File: config.mk
export PLATFORM = sky130hd
export DESIGN_NAME = vga_sync_receiver
export DESIGN_NICKNAME = d
export VERILOG_FILES = /design/src/rtl/vga_timing_pkg.sv /design/src/rtl/vga_edge_detect.sv /design/src/rtl/vga_sync_receiver.sv
export SDC_FILE = /design/constraint.sdc
export NUM_CORES = 1
export LEC_CHECK = 0
export ABC_AREA = 0
export BUFFER_PORTS_ARGS = -buffer_cell sky130_fd_sc_hd__buf_2
export CORE_MARGIN = 2
export CORE_UTILIZATION = 52
export CTS_CLUSTER_SIZE = 10
export DETAILED_ROUTE_END_ITERATION = 8
export HOLD_SLACK_MARGIN = 0.15
export PLACE_DENSITY = 0.74
export SYNTH_ARGS = -nofsm -noshare
export SYNTH_HDL_FRONTEND = slang
export SYNTH_SLANG_ARGS = --single-unit
export TNS_END_PERCENT = 20
File: constraint.sdc
create_clock -name iVGA_CLK -period 2.9 [get_ports iVGA_CLK]
set_input_delay 0.145 -clock iVGA_CLK [delete_from_list [all_inputs] [get_ports iVGA_CLK]]
set_output_delay 0.145 -clock iVGA_CLK [all_outputs]
set_load 0.01 [all_outputs]
File: src/rtl/vga_timing_pkg.sv
`default_nettype none
// ---------------------------------------------------------------------------
// vga_timing_pkg : 640x480 timing constants and receiver state encoding
// Revision: 1.0
// ---------------------------------------------------------------------------
package vga_timing_pkg;

    localparam int c_H_ACTIVE = 640;
    localparam int c_V_ACTIVE = 480;
    localparam int c_H_TOTAL  = 800;
    localparam int c_V_TOTAL  = 525;

    typedef enum logic [1:0] {
        SEARCH  = 2'd0,
        ACQUIRE = 2'd1,
        LOCKED  = 2'd2
    } rx_state_t;

endpackage
`default_nettype wire

File: src/rtl/vga_edge_detect.sv
`default_nettype none
// ---------------------------------------------------------------------------
// vga_edge_detect : input register with rise/fall pulses against its history
// Revision: 1.0
// ---------------------------------------------------------------------------
module vga_edge_detect (
    input  logic iCLK,
    input  logic iRST_n,
    input  logic iD,
    output logic oQ,
    output logic oRise,
    output logic oFall
);

    logic r_q;
    logic r_qPrev;

    always_ff @(posedge iCLK or negedge iRST_n) begin
        if (!iRST_n) begin
            r_q     <= 1'b0;
            r_qPrev <= 1'b0;
        end else begin
            r_q     <= iD;
            r_qPrev <= r_q;
        end
    end

    assign oQ    = r_q;
    assign oRise = r_q & ~r_qPrev;
    assign oFall = ~r_q & r_qPrev;

endmodule
`default_nettype wire

File: src/rtl/vga_sync_receiver.sv
`default_nettype none
// ---------------------------------------------------------------------------
// vga_sync_receiver : recovers pixel position, measures geometry, locks, probes
// Revision: 1.0
// ---------------------------------------------------------------------------
module vga_sync_receiver
    import vga_timing_pkg::*;
#(
    parameter int H_ACTIVE    = c_H_ACTIVE,
    parameter int V_ACTIVE    = c_V_ACTIVE,
    parameter int H_TOTAL     = c_H_TOTAL,
    parameter int LOCK_FRAMES = 2
) (
    input  logic        iVGA_CLK,
    input  logic        iRST_n,
    input  logic        iHS,
    input  logic        iVS,
    input  logic        iBLANK_n,
    input  logic [3:0]  iVGA_R,
    input  logic [3:0]  iVGA_G,
    input  logic [3:0]  iVGA_B,
    input  logic [10:0] iPROBE_X,
    input  logic [9:0]  iPROBE_Y,
    output logic [10:0] oXPOS,
    output logic [9:0]  oYPOS,
    output logic        oPIX_VALID,
    output logic        oLOCKED,
    output logic [10:0] oLINE_LEN,
    output logic [9:0]  oFRAME_LINES,
    output logic [11:0] oPROBE_RGB,
    output logic        oPROBE_STB,
    output logic        oERR
);

    localparam logic [10:0] c_X_MAX  = 11'h7FF;
    localparam logic [9:0]  c_Y_MAX  = 10'h3FF;
    localparam logic [11:0] c_HS_MAX = 12'hFFF;

    logic w_hsQ, w_hsRise, w_hsFall;
    logic w_vsQ, w_vsRise, w_vsFall;
    logic w_blank, w_blankRise, w_blankFall;
    logic w_unused;

    vga_edge_detect u_hsEdge (
        .iCLK(iVGA_CLK), .iRST_n(iRST_n), .iD(iHS),
        .oQ(w_hsQ), .oRise(w_hsRise), .oFall(w_hsFall)
    );
    vga_edge_detect u_vsEdge (
        .iCLK(iVGA_CLK), .iRST_n(iRST_n), .iD(iVS),
        .oQ(w_vsQ), .oRise(w_vsRise), .oFall(w_vsFall)
    );
    vga_edge_detect u_blankEdge (
        .iCLK(iVGA_CLK), .iRST_n(iRST_n), .iD(iBLANK_n),
        .oQ(w_blank), .oRise(w_blankRise), .oFall(w_blankFall)
    );

    assign w_unused = w_hsQ ^ w_hsRise ^ w_vsQ ^ w_vsRise;

    logic [11:0] r_rgb;
    logic [10:0] r_probeX;
    logic [9:0]  r_probeY;
    logic [10:0] r_x;
    logic [9:0]  r_y;
    logic        r_pixValid;
    logic [11:0] r_hsCnt;
    logic        r_hsArmed;
    logic [10:0] r_lastLineLen;
    logic        r_lineErr;
    logic        r_frameBad;
    logic        r_err;
    logic [10:0] r_lineLen;
    logic [9:0]  r_frameLines;
    logic [11:0] r_probeRgb;
    logic        r_probeStb;
    logic [3:0]  r_goodCnt;
    rx_state_t   r_state;

    logic [11:0] w_xInc;
    logic [10:0] w_xNext;
    logic [10:0] w_lineLenNow;
    logic        w_xOver;
    logic        w_lineBad;
    logic [12:0] w_hsPeriod;
    logic        w_hsBad;
    logic        w_frameGood;
    logic [4:0]  w_goodInc;
    logic        w_probeHit;
    rx_state_t   w_stateNext;
    logic [3:0]  w_goodNext;
    logic        w_enterAcq;
    logic        w_errSet;

    // x+1 is one bit wider so a saturated 2047-wide line still compares correctly
    assign w_xInc       = {1'b0, r_x} + 12'd1;
    assign w_lineLenNow = (r_x == c_X_MAX) ? c_X_MAX : w_xInc[10:0];

    always_comb begin
        w_xNext = r_x;
        if (w_blankRise)
            w_xNext = '0;
        else if (w_blank && (r_x != c_X_MAX))
            w_xNext = w_xInc[10:0];
    end

    assign w_xOver     = w_blank && !w_blankRise && (w_xNext >= 11'(H_ACTIVE));
    assign w_lineBad   = w_blankFall && (w_xInc != 12'(H_ACTIVE));
    assign w_hsPeriod  = {1'b0, r_hsCnt} + 13'd1;
    assign w_hsBad     = w_hsFall && r_hsArmed && (w_hsPeriod != 13'(H_TOTAL));
    assign w_frameGood = !(r_frameBad || r_lineErr || w_lineBad || w_hsBad || w_xOver)
                         && (r_y == 10'(V_ACTIVE));
    assign w_goodInc   = {1'b0, r_goodCnt} + 5'd1;
    assign w_probeHit  = (r_state == LOCKED) && w_blank
                         && (w_xNext == r_probeX) && (r_y == r_probeY)
                         && (r_probeX < 11'(H_ACTIVE)) && (r_probeY < 10'(V_ACTIVE));

    always_comb begin
        w_stateNext = r_state;
        w_goodNext  = r_goodCnt;
        w_enterAcq  = 1'b0;
        w_errSet    = 1'b0;
        if (w_vsFall) begin
            case (r_state)
                SEARCH: begin
                    w_stateNext = ACQUIRE;
                    w_goodNext  = '0;
                    w_enterAcq  = 1'b1;
                end
                ACQUIRE: begin
                    if (!w_frameGood) begin
                        w_goodNext = '0;
                    end else if (w_goodInc >= 5'(LOCK_FRAMES)) begin
                        w_stateNext = LOCKED;
                        w_goodNext  = '0;
                    end else begin
                        w_goodNext = w_goodInc[3:0];
                    end
                end
                LOCKED: begin
                    if (!w_frameGood) begin
                        w_stateNext = ACQUIRE;
                        w_goodNext  = '0;
                        w_enterAcq  = 1'b1;
                        w_errSet    = 1'b1;
                    end
                end
                default: w_stateNext = SEARCH;
            endcase
        end
    end

    always_ff @(posedge iVGA_CLK or negedge iRST_n) begin
        if (!iRST_n) begin
            r_state   <= SEARCH;
            r_goodCnt <= '0;
        end else begin
            r_state   <= w_stateNext;
            r_goodCnt <= w_goodNext;
        end
    end

    always_ff @(posedge iVGA_CLK or negedge iRST_n) begin
        if (!iRST_n) begin
            r_rgb         <= '0;
            r_probeX      <= '0;
            r_probeY      <= '0;
            r_x           <= '0;
            r_y           <= '0;
            r_pixValid    <= 1'b0;
            r_hsCnt       <= '0;
            r_hsArmed     <= 1'b0;
            r_lastLineLen <= '0;
            r_lineErr     <= 1'b0;
            r_frameBad    <= 1'b0;
            r_err         <= 1'b0;
            r_lineLen     <= '0;
            r_frameLines  <= '0;
            r_probeRgb    <= '0;
            r_probeStb    <= 1'b0;
        end else begin
            r_rgb      <= {iVGA_R, iVGA_G, iVGA_B};
            r_probeX   <= iPROBE_X;
            r_probeY   <= iPROBE_Y;
            r_x        <= w_xNext;
            r_pixValid <= w_blank;

            if (w_vsFall)
                r_y <= '0;
            else if (w_blankFall && (r_y != c_Y_MAX))
                r_y <= r_y + 10'd1;

            if (w_hsFall)
                r_hsCnt <= '0;
            else if (r_hsCnt != c_HS_MAX)
                r_hsCnt <= r_hsCnt + 12'd1;

            // The first HS period after (re)entering ACQUIRE may straddle a discontinuity
            if (w_enterAcq)
                r_hsArmed <= 1'b0;
            else if (w_hsFall)
                r_hsArmed <= 1'b1;

            if (w_blankFall)
                r_lastLineLen <= w_lineLenNow;

            if (w_vsFall) begin
                r_lineErr    <= 1'b0;
                r_frameBad   <= 1'b0;
                r_frameLines <= r_y;
                r_lineLen    <= w_blankFall ? w_lineLenNow : r_lastLineLen;
            end else begin
                if (w_xOver)
                    r_lineErr <= 1'b1;
                if (w_lineBad || w_hsBad)
                    r_frameBad <= 1'b1;
            end

            if (w_errSet)
                r_err <= 1'b1;

            r_probeStb <= w_probeHit;
            if (w_probeHit)
                r_probeRgb <= r_rgb;
        end
    end

    assign oXPOS        = r_x;
    assign oYPOS        = r_y;
    assign oPIX_VALID   = r_pixValid;
    assign oLOCKED      = (r_state == LOCKED);
    assign oLINE_LEN    = r_lineLen;
    assign oFRAME_LINES = r_frameLines;
    assign oPROBE_RGB   = r_probeRgb;
    assign oPROBE_STB   = r_probeStb;
    assign oERR         = r_err;

endmodule
`default_nettype wire

== After elaboration in Yosys (flattened, before gate mapping) ==
Cells that the tools add are included.

* Mux-type cells: 27
* Equal/unequal tests: 14
* Add/sub/neg operators: 5
* Order comparisons: 4
* Bitwise operators: 8
* Reduce and logical (&&, ||, !) cells: 29

{| class="wikitable"
|+ Operators with widths
! operator !! count
|-
| 2-to-1 mux 11 bit || 4
|-
| 2-to-1 mux 12 bit || 2
|-
| 2-to-1 mux 10 bit || 2
|-
| adder 12 x 1 -> 13 bit (second input constant) || 1
|-
| logical AND 1 bit || 13
|-
| != test 13 x 10 -> 1 bit (second input constant) || 1
|-
| adder 11 x 1 -> 12 bit (second input constant) || 1
|-
| adder 12 x 1 -> 12 bit (second input constant) || 1
|-
| 2-to-1 mux 4 bit || 3
|-
| != test 12 x 10 -> 1 bit (second input constant) || 1
|-
| != test 12 bit (second input constant) || 1
|-
| case mux 4 bit (3 select lines) || 1
|-
| == test 11 bit || 1
|-
| == test 11 bit (second input constant) || 1
|-
| greater-or-equal comparator 11 x 10 -> 1 bit (second input constant) || 1
|-
| < comparator 11 x 10 -> 1 bit (second input constant) || 1
|-
| != test 11 bit (second input constant) || 1
|-
| adder 10 x 1 -> 10 bit (second input constant) || 1
|-
| == test 10 bit || 1
|-
| == test 10 x 9 -> 1 bit (second input constant) || 1
|-
| < comparator 10 x 9 -> 1 bit (second input constant) || 1
|-
| 2-to-1 mux 1 bit || 10
|-
| != test 10 bit (second input constant) || 1
|-
| nonzero test 2 bit || 5
|-
| other kinds (16) || 31
|}

* Output and inout port bits: 58
* Word-level logic and storage cells: 110
* Bits of input ports: 38
* Register bits: 127

== Logic depth before layout (Yosys ltp) ==
* Word-level depth: 13
* Mapped depth: 10

== By module ==
From an unflattened synthesis, not the netlist that was laid out.

* Cell total of the unflattened synthesis: 526
* Area, all modules: 5876.9 sq um

{| class="wikitable"
|+ Modules (own cells, without submodules)
! module !! area an instance (sq um) !! cells an instance !! times used !! sequential area each (sq um)
|-
| vga_sync_receiver || 5681.7 || 514 || 1 || 3052.9
|-
| vga_edge_detect || 65.1 || 4 || 3 || 50.0
|}

== Least setup slack after synthesis ==
OpenSTA, ideal clock, no wires.

* Path kind: register to register
* Start point: register r_x[1], in the netlist oXPOS[1]
* End point: register r_probeRgb[10], in the netlist oPROBE_RGB[10]
* Setup time: 125 ps
* Required time: 2775 ps
* Arrival: 2736 ps
* Buffers on the path: 2
* Cell stages (with the launch flop): 11
* Period minus slack after synthesis: 2861 ps
* Setup slack: 39 ps
* Cell sequence: dfrtp_1 > ha_1 > buf_4 > nor3b_1 > a2111oi_4 > or4b_1 > nor4_1 > nand4_1 > and4bb_4 > buf_12 > mux2_4

* Longest elaborated chain between the ends: 9

{| class="wikitable"
|+ RTL lines
! element !! line !! text
|-
| from (decl) || vga_sync_receiver.sv:62 || <nowiki>logic [10:0] r_x;</nowiki>
|-
| from (signal assigned) || vga_sync_receiver.sv:183 || <nowiki>r_x <= w_xNext;</nowiki>
|-
| branches (longest 2 deep; another with adder 11 x 1 -> 12 bit) || n/a ||
|-
| 2-to-1 mux 11 bit * || vga_sync_receiver.sv:101 || <nowiki>else if (w_blank && (r_x != c_X_MAX))</nowiki>
|-
| 2-to-1 mux 11 bit * || vga_sync_receiver.sv:99 || <nowiki>if (w_blankRise)</nowiki>
|-
| == test 11 bit * || vga_sync_receiver.sv:113 || <nowiki>&& (w_xNext == r_probeX) && (r_y == r_probeY)</nowiki>
|-
| logical AND 1 bit * (2 in series) || vga_sync_receiver.sv:113 ||
|-
| logical AND 1 bit * (2 in series) || vga_sync_receiver.sv:114 || <nowiki>&& (r_probeX < 11'(H_ACTIVE)) && (r_probeY < 10'(V_ACTIVE));</nowiki>
|-
| to (signal assigned) || vga_sync_receiver.sv:222 || <nowiki>r_probeRgb <= r_rgb;</nowiki>
|-
| to (decl) || vga_sync_receiver.sv:73 || <nowiki>logic [11:0] r_probeRgb;</nowiki>
|}

Mark *: on every way between the ends.
A chain may end at the register's enable or synchronous reset.

== Worst setup path in the final report ==
* Start point: register r_x[1], in the netlist oXPOS[1]
* End point: register r_probeRgb[11], in the netlist oPROBE_RGB[11]

The elaborated chain is that of the path after synthesis.

==> summary.md <==
The run gives 29.5 mm as the wire length of the first global-routing pass. The count of inserted antenna diode cells was 0; the number of placement rows was 40. Of all nets on the critical path, the largest fanout is 6.

Sorting the synthesized cells by how often they occur yields sky130_fd_sc_hd__dfrtp_1, sky130_fd_sc_hd__nand2_1, sky130_fd_sc_hd__nor2_1. CTS saw 127 sinks. Setup violations remaining at the end of the flow were counted as 0. In the final layout, the multi-input gates occupy 0.00295 mm2. Setup repair after global routing left no endpoint under its margin. In this run the count of I/O pins placed on the die edge is 96. The die outline width is 114 um, and the number of synthesized register bits is 127.

The relative max-transition margin was 0.413; the power per standard cell area was 589 mW/mm2. The flow ran to the end, and the final reports show no timing, DRC or antenna violations. Of all cell types, the one taking the most synthesized area is sky130_fd_sc_hd__dfrtp_1. The utilization after layout is 0.705. For this run, the number of Yosys warnings is 0. The run gives 0 as the number of antenna violations at the first check in global routing. In the post-synthesis netlist, the cell with the most instances is sky130_fd_sc_hd__dfrtp_1.

Total congestion overflow after global routing: 0. Walking the worst path, the cells encountered are ha_4, buf_6, a21o_1, a31oi_4, nand4b_1, nor4_4, nand4_1, and4bb_4, buf_12, mux2_2. Fill cells in the final layout number 890. The largest buffer count on any clock path is 2.

TritonCTS built the clock tree. Counting the buffers created by CTS gives 17. The tools report the final RePlAce weighted congestion as 0.963.

Critical-path cell with the highest stage delay: sky130_fd_sc_hd__dfrtp_1. The biggest cell delay along the critical path is 0.42 ns. The final max-slew violation count was 0. The number of flops mapped to enable cells by yosys works out to 0. Synthesis produced a netlist with a net count of 661. After synthesis, the mean cell area works out to 10.2 um2. The logs give 947 for the number of non-filler instances in the completed layout and 5527 for the number of vias after detailed routing. The number of remaining DRC errors was 0. The startpoint-to-endpoint class of the critical path was reg -> reg. The starting density of the core is 0.528, and the area of the die is 0.0130 mm2.

The proportion of layout cells with a drive suffix above 1 came out at 0.296. The peak supply drop came out at 0.756 mV. The final layout contains 831 nets. Hold violation count in the final report: 0. Global-route usage over all layers: 0.298. Endpoint of the most critical setup path: oPROBE_RGB[11].

The slew at the pin closest to its max-slew limit works out to 0.881 ns. After the first detailed-routing iteration, the DRC count stood at 460. The worst register-to-register path begins at oXPOS[1].

The count of port buffers added during placement was 95. For the highest attainable clock frequency, the log shows 0.359 GHz. Clock-pin slew was measured on the worst setup and hold paths at 0.06 ns. After layout, the design draws a total of 0.00495 W. The logs give 3.95 nW for the leakage power and 873 for the placed instance count.

Clock latency on the worst-skew pair, taken at its later pin, is 0.43 ns. The H-tree depth reported by CTS is 4. Counting every instance in the synthesized netlist gives 617. After detailed routing, the average wire length per cell comes to 19.9 um.

The most used flip-flop cell after synthesis was sky130_fd_sc_hd__dfrtp_1. The worst setup path is launched from a flop. For the placeable core region, the log shows 0.0119 mm2.

The area taken by flip-flops and latches is 0.00318 mm2. The share of the clock period used by the worst path after layout was 0.960; the post-synthesis sequential area ratio was 0.505. The min-delay analysis places its worst path in the category in -> async.

The most critical setup path has its startpoint at oXPOS[1]. The worst path needs 2.78 ns of the cycle, external delays included. The number of global-route vias before repair was 5576. Cell at the root of the clock tree: sky130_fd_sc_hd__clkbuf_16. Detailed placement finished with a half-perimeter wire length of 12.2 mm. The pre-antenna-repair detailed-routing pass consisted of 7 iterations.

Max-cap violations in this run came to 0. The ratio of routed vias to standard cells works out to 5.84. The run gives 0.12 ns as the worst setup slack for register-to-register paths. The tools report the remaining antenna violation count after routing as 0. At the worst endpoint, the required time is 3.21 ns. The capturing element type of the critical path is a flop.

The y dimension of the die is 114 um. At the worst endpoint, the arrival time is 3.09 ns. The capture point of the worst reg-to-reg path is oPROBE_RGB[11]. Counting distinct cell types in the post-synthesis netlist gives 71. The fraction of registers with async set/reset is 1.00, and the post-route clock skew is 0.00962 ns. The growth of design area from synthesis to finish was 33.5%.

By area the synthesized netlist is led by sky130_fd_sc_hd__dfrtp_1, sky130_fd_sc_hd__nand2_1, sky130_fd_sc_hd__xor2_1. The worst-case reg-to-reg path depth works out to 10. The area fraction of the dominant cell type after synthesis is 0.505, and the mapped cell area is 0.00629 mm2. Entering global routing, the biggest net connects 76 pins. For the total routed wirelength, the log shows 18.8 mm.
-- cell families (layout without fill, tap and decap cells) --
logic type                 count (synthesis)  in the layout  synth area share
AOI/OAI and AO/OA                        121            121             0.135
xor gates and xnor gates                  33             33            0.0460
adders and majority gates                  6              6            0.0119
buffers and inverters                     56            239            0.0418
DFF                                      127            127             0.505
muxes                                     26             26            0.0515
and+or+nand+nor                          248            248             0.208
-- flip-flops by register name, indices dropped and copies added, names as in the netlist, 2 cells and up --
register       cells
r_probeX          11
r_lastLineLen     11
oYPOS             10
r_rgb             12
oFRAME_LINES      10
r_probeY          10
r_state            2
r_hsCnt           12
oXPOS             11
oLINE_LEN         11
r_goodCnt          4
oPROBE_RGB        12
-- routing by layer --
layer / track usage / vias to the layer above / part of all wire
li1: - / 2554 / -
met5: 0 / - / 0
met3: 0.0834 / 24 / 0.069
met2: 0.467 / 244 / 0.48
met4: 0.103 / 0 / 0.016
met1: 0.401 / 2705 / 0.44
-- critical path, delay by kind of cell (launching register included) --
family,cells,cell delay [ns]
buffers and inverters,2,0.27
flip-flops,1,0.42
AO/OA/AOI/OAI,2,0.42
AND/OR/NAND/NOR,4,1.02
multiplexers,1,0.33
adder cells (fa/ha/maj),1,0.20
-- metrics by stage --
step	setup slack, ns	area [um2]	hold WS (ns)	setup TNS [ns]
floorplan	0.0389	6290	-0.151	0
global placement	0.0205	7180	0.195	0
detailed placement	-0.0407	7180	0.197	-0.112
CTS	0.000376	8260	0.286	0
global route	0.00186	8400	0.336	0
finish	0.117	8400	0.280	0
-- area by class of cell --
class	instances	area share
Tap cell	147	0.0219
Multi-Input combinational cell	434	0.351
Clock buffer	18	0.0523
Timing Repair Buffer	190	0.160
Inverter	17	0.00760
Sequential cell	127	0.379
Clock inverter	14	0.0282
-- where the power goes --
| part | internal, W | switching, W |
|---|---|---|
| Clock | 0.00163 | 0.000814 |
| Combinational | 0.000244 | 0.000289 |
| Sequential | 0.00187 | 0.0000911 |
| Total | 0.00375 | 0.00119 |
-- how the worst min path moves through the flow --
| stage | from | end | slack (ns) |
|---|---|---|---|
| after floorplan | iRST_n | oERR | -0.15 |
| after CTS | iRST_n | oXPOS[6] | 0.29 |
| final | iRST_n | oXPOS[6] | 0.28 |
| after detailed placement | iRST_n | oLINE_LEN[1] | 0.20 |
| after global placement | iRST_n | oLINE_LEN[1] | 0.19 |
| after global routing | iRST_n | oXPOS[6] | 0.34 |
-- layout by cell type (no fill, tap or decap), drive strengths merged, types with 4 or more instances in the layout --
cell type	Yosys	layout
o211ai	4	4
clkinv	0	4
mux2	21	21
nand3	25	25
xor2	21	21
nand2	73	73
bufinv	0	6
nor3	11	11
o21ai	28	28
buf	14	152
ha	6	6
nor2b	11	11
mux2i	5	5
inv	17	19
a211oi	7	7
nand2b	12	12
xnor2	12	12
a21oi	17	17
dfrtp	127	127
nand4b	4	4
nand4	12	12
a2111oi	5	5
nor4	10	10
dlygate4sd3	0	37
or3	4	4
a31oi	17	17
nor3b	5	5
nor2	48	48
clkbuf	25	19
and4	9	9
and3	9	9
and2	6	6
-- repair_timing --
item / in CTS / in global routing
resized for setup: 2 / 22
setup endpoints to repair: 12 / 18
setup buffers: 1 / 3
hold endpoints to repair: 82 / 0
pin swaps: 1 / 9
hold buffers: 37 / 0
gates cloned: 0 / 1
Power figures use the tool's default switching activity.
